## config.mk

```make
export PLATFORM = sky130hd
export DESIGN_NAME = keypad_scan_fifo_flat
export DESIGN_NICKNAME = d
export VERILOG_FILES = /design/src/rtl/keypad_scan_fifo_if.sv /design/src/rtl/keypad_scan_fifo.sv /design/src/flat_wrapper.sv
export SDC_FILE = /design/constraint.sdc
export NUM_CORES = 1
export LEC_CHECK = 0
export ABC_AREA = 1
export ABC_CLOCK_PERIOD_IN_PS = 2600
export BUFFER_PORTS_ARGS = -buffer_cell sky130_fd_sc_hd__buf_2
export CAP_MARGIN = 20
export CELL_PAD_IN_SITES_DETAIL_PLACEMENT = 1
export CELL_PAD_IN_SITES_GLOBAL_PLACEMENT = 1
export CORE_ASPECT_RATIO = 1.5
export CORE_MARGIN = 5
export CORE_UTILIZATION = 44
export CTS_CLUSTER_DIAMETER = 60
export CTS_CLUSTER_SIZE = 24
export DETAILED_ROUTE_END_ITERATION = 7
export PLACE_DENSITY_LB_ADDON = 0.1
export SLEW_MARGIN = 0
export SYNTH_ARGS = -nofsm -noshare
export SYNTH_HDL_FRONTEND = slang
export SYNTH_SLANG_ARGS = --single-unit
```

## constraint.sdc

```tcl
create_clock -name clk -period 2.6 [get_ports clk]
set_input_delay 0.52 -clock clk [delete_from_list [all_inputs] [get_ports clk]]
set_output_delay 0.52 -clock clk [all_outputs]
set_load 0.005 [all_outputs]
```

## src/rtl/keypad_scan_fifo_if.sv

```systemverilog
// Purpose : pin-side and controller-side signal bundle for keypad_scan_fifo.
// Ports   : RowIn/ColOut face the keypad; KeyRdy/KeyRd/key_code/fifo_count,
//           overflow/ovf_clr and key_held face the general controller.
// Modports: slave = the scanner itself, master = whatever drives it.
interface keypad_scan_fifo_if #(
  parameter int ROWS       = 4,
  parameter int COLS       = 4,
  parameter int FIFO_DEPTH = 4
);
  localparam int CW = $clog2(ROWS * COLS);
  localparam int NW = $clog2(FIFO_DEPTH + 1);

  logic [ROWS-1:0] RowIn;
  logic [COLS-1:0] ColOut;
  logic            KeyRdy;
  logic            KeyRd;
  logic [CW-1:0]   key_code;
  logic [NW-1:0]   fifo_count;
  logic            overflow;
  logic            ovf_clr;
  logic            key_held;

  modport slave (
    input  RowIn, KeyRd, ovf_clr,
    output ColOut, KeyRdy, key_code, fifo_count, overflow, key_held
  );

  modport master (
    output RowIn, KeyRd, ovf_clr,
    input  ColOut, KeyRdy, key_code, fifo_count, overflow, key_held
  );
endinterface

```

## src/rtl/keypad_scan_fifo.sv

```systemverilog
// Purpose : ROWS x COLS keypad scanner with press/release debounce, feeding a FWFT key-code FIFO.
// Latency : row sample at cycle t -> code written at end of cycle t+DEBOUNCE+1 -> KeyRdy at t+DEBOUNCE+2.
// Backpr. : codes arriving while the FIFO is full (and not popped that cycle) are dropped; overflow goes sticky.
// Ports   : clk, RST (sync, active-high); bus (slave modport): RowIn in, ColOut out (one-cold),
//           KeyRdy/KeyRd/key_code pop handshake, fifo_count, overflow/ovf_clr, key_held.
module keypad_scan_fifo #(
  parameter int ROWS       = 4,
  parameter int COLS       = 4,
  parameter int SETTLE     = 2,
  parameter int DEBOUNCE   = 10,
  parameter int FIFO_DEPTH = 4
) (
  input  logic              clk,
  input  logic              RST,
  keypad_scan_fifo_if.slave bus
);
  localparam int CW  = $clog2(ROWS * COLS);
  localparam int NW  = $clog2(FIFO_DEPTH + 1);
  localparam int PW  = $clog2(FIFO_DEPTH);
  localparam int CLW = $clog2(COLS);
  localparam int RW  = (ROWS > 1) ? $clog2(ROWS) : 1;
  localparam int SW  = $clog2(SETTLE + 1);
  localparam int DW  = $clog2(DEBOUNCE + 1);

  typedef enum logic [2:0] {SCAN, PRESS_DB, PUSH, HOLD, REL_DB} state_t;

  state_t          state_q, state_d;
  logic [CLW-1:0]  col_q, col_d, col_inc;
  logic [SW-1:0]   settle_q, settle_d;
  logic [DW-1:0]   db_q, db_d;
  logic [ROWS-1:0] pat_q, pat_d;
  logic [RW-1:0]   idx_q, idx_d;
  logic [COLS-1:0] col_out_q;
  logic            push_req;

  // Row decode: low_cnt saturates at 2, which is all we need to tell 0 / 1 / many.
  logic [1:0]      low_cnt;
  logic [RW-1:0]   low_idx;
  logic            single_low, all_high;

  always_comb begin
    low_cnt = '0;
    low_idx = '0;
    for (int r = 0; r < ROWS; r++) begin
      if (!bus.RowIn[r]) begin
        if (low_cnt != 2'd2) low_cnt = low_cnt + 2'd1;
        low_idx = RW'(r);
      end
    end
  end

  assign single_low = (low_cnt == 2'd1);
  assign all_high   = &bus.RowIn;
  assign col_inc    = (col_q == CLW'(COLS - 1)) ? '0 : col_q + 1'b1;

  always_comb begin
    state_d  = state_q;
    col_d    = col_q;
    settle_d = settle_q;
    db_d     = db_q;
    pat_d    = pat_q;
    idx_d    = idx_q;
    push_req = 1'b0;
    case (state_q)
      SCAN: begin
        if (settle_q == SW'(SETTLE - 1)) begin
          settle_d = '0;
          if (single_low) begin
            // Column stays frozen while the press is debounced.
            state_d = PRESS_DB;
            db_d    = '0;
            pat_d   = bus.RowIn;
            idx_d   = low_idx;
          end else begin
            // No key, or a ghost/multi-key pattern: move on.
            col_d = col_inc;
          end
        end else begin
          settle_d = settle_q + 1'b1;
        end
      end
      PRESS_DB: begin
        if (bus.RowIn == pat_q) begin
          if (db_q == DW'(DEBOUNCE - 1)) state_d = PUSH;
          else                           db_d    = db_q + 1'b1;
        end else begin
          state_d  = SCAN;
          db_d     = '0;
          settle_d = '0;
        end
      end
      PUSH: begin
        push_req = 1'b1;
        state_d  = HOLD;
        db_d     = '0;
      end
      HOLD: begin
        if (all_high) begin
          state_d = REL_DB;
          db_d    = '0;
        end
      end
      REL_DB: begin
        if (!all_high) begin
          state_d = HOLD;
        end else if (db_q == DW'(DEBOUNCE - 1)) begin
          state_d  = SCAN;
          col_d    = col_inc;
          settle_d = '0;
          db_d     = '0;
        end else begin
          db_d = db_q + 1'b1;
        end
      end
      default: state_d = SCAN;
    endcase
  end

  always_ff @(posedge clk) begin
    if (RST) begin
      state_q   <= SCAN;
      col_q     <= '0;
      settle_q  <= '0;
      db_q      <= '0;
      pat_q     <= '0;
      idx_q     <= '0;
      col_out_q <= ~COLS'(1);
    end else begin
      state_q   <= state_d;
      col_q     <= col_d;
      settle_q  <= settle_d;
      db_q      <= db_d;
      pat_q     <= pat_d;
      idx_q     <= idx_d;
      // Registered decode of the next column so the pins never glitch.
      col_out_q <= ~(COLS'(1) << col_d);
    end
  end

  // Key-code FIFO, first-word-fall-through.
  logic [CW-1:0] mem [FIFO_DEPTH];
  logic [PW-1:0] wr_q, rd_q;
  logic [NW-1:0] cnt_q;
  logic          ovf_q;
  logic          fifo_full, fifo_empty, pop, push, drop;
  logic [CW-1:0] code;

  assign code       = CW'(int'(idx_q) * COLS + int'(col_q));
  assign fifo_full  = (cnt_q == NW'(FIFO_DEPTH));
  assign fifo_empty = (cnt_q == '0);
  assign pop        = bus.KeyRd && !fifo_empty;
  // A same-cycle pop frees the slot, so a full FIFO still accepts the push.
  assign push       = push_req && (!fifo_full || pop);
  assign drop       = push_req && fifo_full && !pop;

  always_ff @(posedge clk) begin
    if (push) mem[wr_q] <= code;
  end

  always_ff @(posedge clk) begin
    if (RST) begin
      wr_q  <= '0;
      rd_q  <= '0;
      cnt_q <= '0;
      ovf_q <= 1'b0;
    end else begin
      if (push) wr_q <= wr_q + 1'b1;
      if (pop)  rd_q <= rd_q + 1'b1;
      case ({push, pop})
        2'b10:   cnt_q <= cnt_q + 1'b1;
        2'b01:   cnt_q <= cnt_q - 1'b1;
        default: cnt_q <= cnt_q;
      endcase
      // A new drop in the same cycle beats the clear.
      if (drop)              ovf_q <= 1'b1;
      else if (bus.ovf_clr)  ovf_q <= 1'b0;
    end
  end

  assign bus.ColOut     = col_out_q;
  assign bus.KeyRdy     = !fifo_empty;
  assign bus.key_code   = fifo_empty ? '0 : mem[rd_q];
  assign bus.fifo_count = cnt_q;
  assign bus.overflow   = ovf_q;
  assign bus.key_held   = (state_q == HOLD) || (state_q == REL_DB);
endmodule

```

## src/flat_wrapper.sv

```systemverilog
// flat-port wrapper written by rule: the top's interface ports become plain ports
module keypad_scan_fifo_flat 
#(
  parameter int ROWS       = 4,
  parameter int COLS       = 4,
  parameter int SETTLE     = 2,
  parameter int DEBOUNCE   = 10,
  parameter int FIFO_DEPTH = 4
)
  (clk, RST, bus_RowIn, bus_KeyRd, bus_ovf_clr, bus_ColOut, bus_KeyRdy, bus_key_code, bus_fifo_count, bus_overflow, bus_key_held);
  keypad_scan_fifo_if #(.ROWS(ROWS), .COLS(COLS), .FIFO_DEPTH(FIFO_DEPTH)) bus_i ();
  input  logic clk;
  input  logic RST;
  input wire logic [$bits(bus_i.RowIn)-1:0] bus_RowIn;
  input wire logic [$bits(bus_i.KeyRd)-1:0] bus_KeyRd;
  input wire logic [$bits(bus_i.ovf_clr)-1:0] bus_ovf_clr;
  output wire logic [$bits(bus_i.ColOut)-1:0] bus_ColOut;
  output wire logic [$bits(bus_i.KeyRdy)-1:0] bus_KeyRdy;
  output wire logic [$bits(bus_i.key_code)-1:0] bus_key_code;
  output wire logic [$bits(bus_i.fifo_count)-1:0] bus_fifo_count;
  output wire logic [$bits(bus_i.overflow)-1:0] bus_overflow;
  output wire logic [$bits(bus_i.key_held)-1:0] bus_key_held;
  assign bus_i.RowIn = bus_RowIn;
  assign bus_i.KeyRd = bus_KeyRd;
  assign bus_i.ovf_clr = bus_ovf_clr;
  assign bus_ColOut = bus_i.ColOut;
  assign bus_KeyRdy = bus_i.KeyRdy;
  assign bus_key_code = bus_i.key_code;
  assign bus_fifo_count = bus_i.fifo_count;
  assign bus_overflow = bus_i.overflow;
  assign bus_key_held = bus_i.key_held;
  keypad_scan_fifo #(.ROWS(ROWS), .COLS(COLS), .SETTLE(SETTLE), .DEBOUNCE(DEBOUNCE), .FIFO_DEPTH(FIFO_DEPTH)) u_core (.clk(clk), .RST(RST), .bus(bus_i));
endmodule
```

==> results.ini <==
[yosys]
yosys_warnings=0
syn_avg_cell_area_um2=7.67
synth_nets=347
ys_ff_latch=47
netlist_area_um2=2510
synth_cell_type_count=28
synth-seq-area-share=0.439
syn_inst=327

[floorplanning]
die_x_um=71.7
ios=22
num_rows=33
start_util=0.457
coreArea_um2=5490
die_area_um2=7340
fp.dieH_um=102

[placed_design]
dp.cells=414
port_buffers=21
hpwl_mm=4.52
place_congestion=0.784
place_area_um2=2680

[cells_and_area]
fillers=723
fin_util=0.511
layout-drive-gt1-share=0.162
fin_nets=371
instances_no_fill=422
multiInputGateArea_um2=1160
mostFrequentLayoutCell=nand2_1
post-route-cell-area_um2=2810
diodes=0
most-common-layout-cells=63 x nand2_1, 54 x inv_1, 42 x nor2_1, 31 x dfxtp_1, 23 x o21ai_0
regArea_um2=1100
area_growth_pct=11.9

[clock_tree]
hold_buffers=0
cts-buffers-inserted=5
cts.clk_slew.worst_paths_ns=0.09
htreeDepth=2
insertion_delay_ns=0.30
cts_resized=0
cts_setup_buffers=0
clockBufferDepth=2
clock-sinks=47
cts_tree=yes
cts_root_buffer=clkbuf_8

[hold_path]
holdPathStages=2
hold_start=u_core.settle_q[1]$_SDFFE_PP0P_
hp-class=reg2reg
min_to=u_core.settle_q[1]$_SDFFE_PP0P_

[critical_path]
worst-endpoint-required_ns=2.79
ff2ff_path_depth=11
crit_type=reg2reg
cp_max_fo=5
cp-start-kind=flip-flop
cp-end-kind=flip-flop
reg2reg_from=u_core.bus.fifo_count[0]$_SDFFE_PP0P_
arrival_ns=2.39
r2r_end=u_core.bus.fifo_count[2]$_SDFFE_PP0P_
rrSetupSlack_ns=0.40

[global_routing]
gr-total-overflow=0
grt_pass1_vias=2235
gr-usage-all-layers=0.169
antenna_found_initial=0
grt_first_pass_wirelength_mm=9.65
grt_max_degree=22

[detailed_routing]
routed_via_density=4.98
dr_wl_met2_mm=3.34
firstDrtPassIters=5
num_vias=2103
drt-total-wl_mm=5.47
post_drt_wl_per_cell_um=13.0
m1WireLength_mm=1.93
top_layer=met4
drt_first_iter_violations=55
drc=0
wl_met3_um=113
ant_nets=0

[timing]
tightestPinTransition_ns=0.624
setup_violations=0
clock.fmax_mhz=455
max_slew_margin=0.584
skew_ns=0.00924
hold_violations=0
min_period_ns=2.20
fin_crit_sh=0.846
rsz0062_at_grt=false
fin_hold_ws_ns=0.449
fin_setup_tns_ns=0
slew_viol_final=0

[outcome]
status=completed

[power]
irDropWorstVdd_mv=0.391
power.leakage_nw=1.31
pwr_density_cell_nw_per_um2=964

[job]
drv_cap=0

==> cells by family after synthesis <==
| family | count (synthesis) | synth area share |
|---|---|---|
| DFF | 47 | 0.439 |
| and+or+nand+nor | 154 | 0.294 |
| xor gates and xnor gates | 1 | 0.00349 |
| AOI/OAI and AO/OA | 49 | 0.101 |
| buffers and inverters | 64 | 0.100 |
| adders and majority gates | 12 | 0.0628 |
==> report_power, final <==
part	total [mW]	switching, mW	internal [mW]
logic	1.05	0.685	0.369
clock network	0.619	0.235	0.384
registers	1.03	0.122	0.912
==> cell type report <==
type                            instances  area share
Tap cell                               70      0.0312
Clock inverter                          2      0.0214
Multi-Input combinational cell        216       0.412
Timing Repair Buffer                   21      0.0374
Clock buffer                            6      0.0258
Inverter                               60      0.0802
Sequential cell                        47       0.392
==> sequential cells by signal, indices dropped and copies added, names as in the netlist, named ones only <==
name                   count
u_core.bus.ColOut          4
u_core.bus.fifo_count      3
u_core.bus.overflow        1
u_core.col_q               2
u_core.db_q                4
u_core.idx_q               2
u_core.mem                16
u_core.pat_q               4
u_core.rd_q                2
u_core.settle_q            2
u_core.state_q             3
u_core.wr_q                2
==> Yosys cell counts, drive strengths merged <==
cell type	instances	area [um^2]
nand2	69	279
inv	60	225
nor2	52	245
dfxtp	31	621
nand3	25	165
o21ai	24	120
a21oi	23	119
edfxtp	16	480
ha	11	138
nand4	5	31.3
buf	2	18.8
clkbuf	2	7.51
nor3	2	10.0
a31oi	1	6.26
fa	1	20.0
o21a	1	7.51
or2	1	6.26
xor2	1	8.76
==> worst max path at each step <==
stage,from,to,slack (ns),cells past startpoint
floorplan,bus_RowIn[0],u_core.idx_q[0]$_SDFFE_PP0P_,0.51,14
global placement,bus_RowIn[0],u_core.idx_q[0]$_SDFFE_PP0P_,0.23,15
detailed placement,bus_RowIn[0],u_core.idx_q[0]$_SDFFE_PP0P_,0.19,15
CTS,u_core.state_q[1]$_SDFFE_PP0P_,u_core.bus.fifo_count[2]$_SDFFE_PP0P_,0.36,12
global route,u_core.bus.fifo_count[0]$_SDFFE_PP0P_,u_core.bus.fifo_count[2]$_SDFFE_PP0P_,0.17,11
finish,u_core.bus.fifo_count[0]$_SDFFE_PP0P_,u_core.bus.fifo_count[2]$_SDFFE_PP0P_,0.40,11
==> critical path: stages (launching register included) <==
cell and delay (ns):
dfxtp_1 0.39, nor2_1 0.08, nand2_1 0.08, inv_1 0.12
nor2_1 0.30, ha_1 0.20, inv_1 0.07, fa_1 0.38
a21oi_1 0.14, o21ai_0 0.12, o21ai_0 0.17, a21oi_1 0.05
==> per-stage QoR <==
step | worst slack [ns] | power (mW)
floorplan | 0.509 | 1.81
global placement | 0.229 | 2.08
detailed placement | 0.192 | 2.13
CTS | 0.362 | 2.76
global route | 0.166 | 2.97
finish | 0.401 | 2.71
==> routing by layer <==
metal	GRT usage	up-vias
met4	0.0709	0
met5	0	-
met2	0.353	18
met1	0.152	1001
met3	0.0315	7
li1	-	1077
No activity file was read; power rests on OpenSTA's default activity.
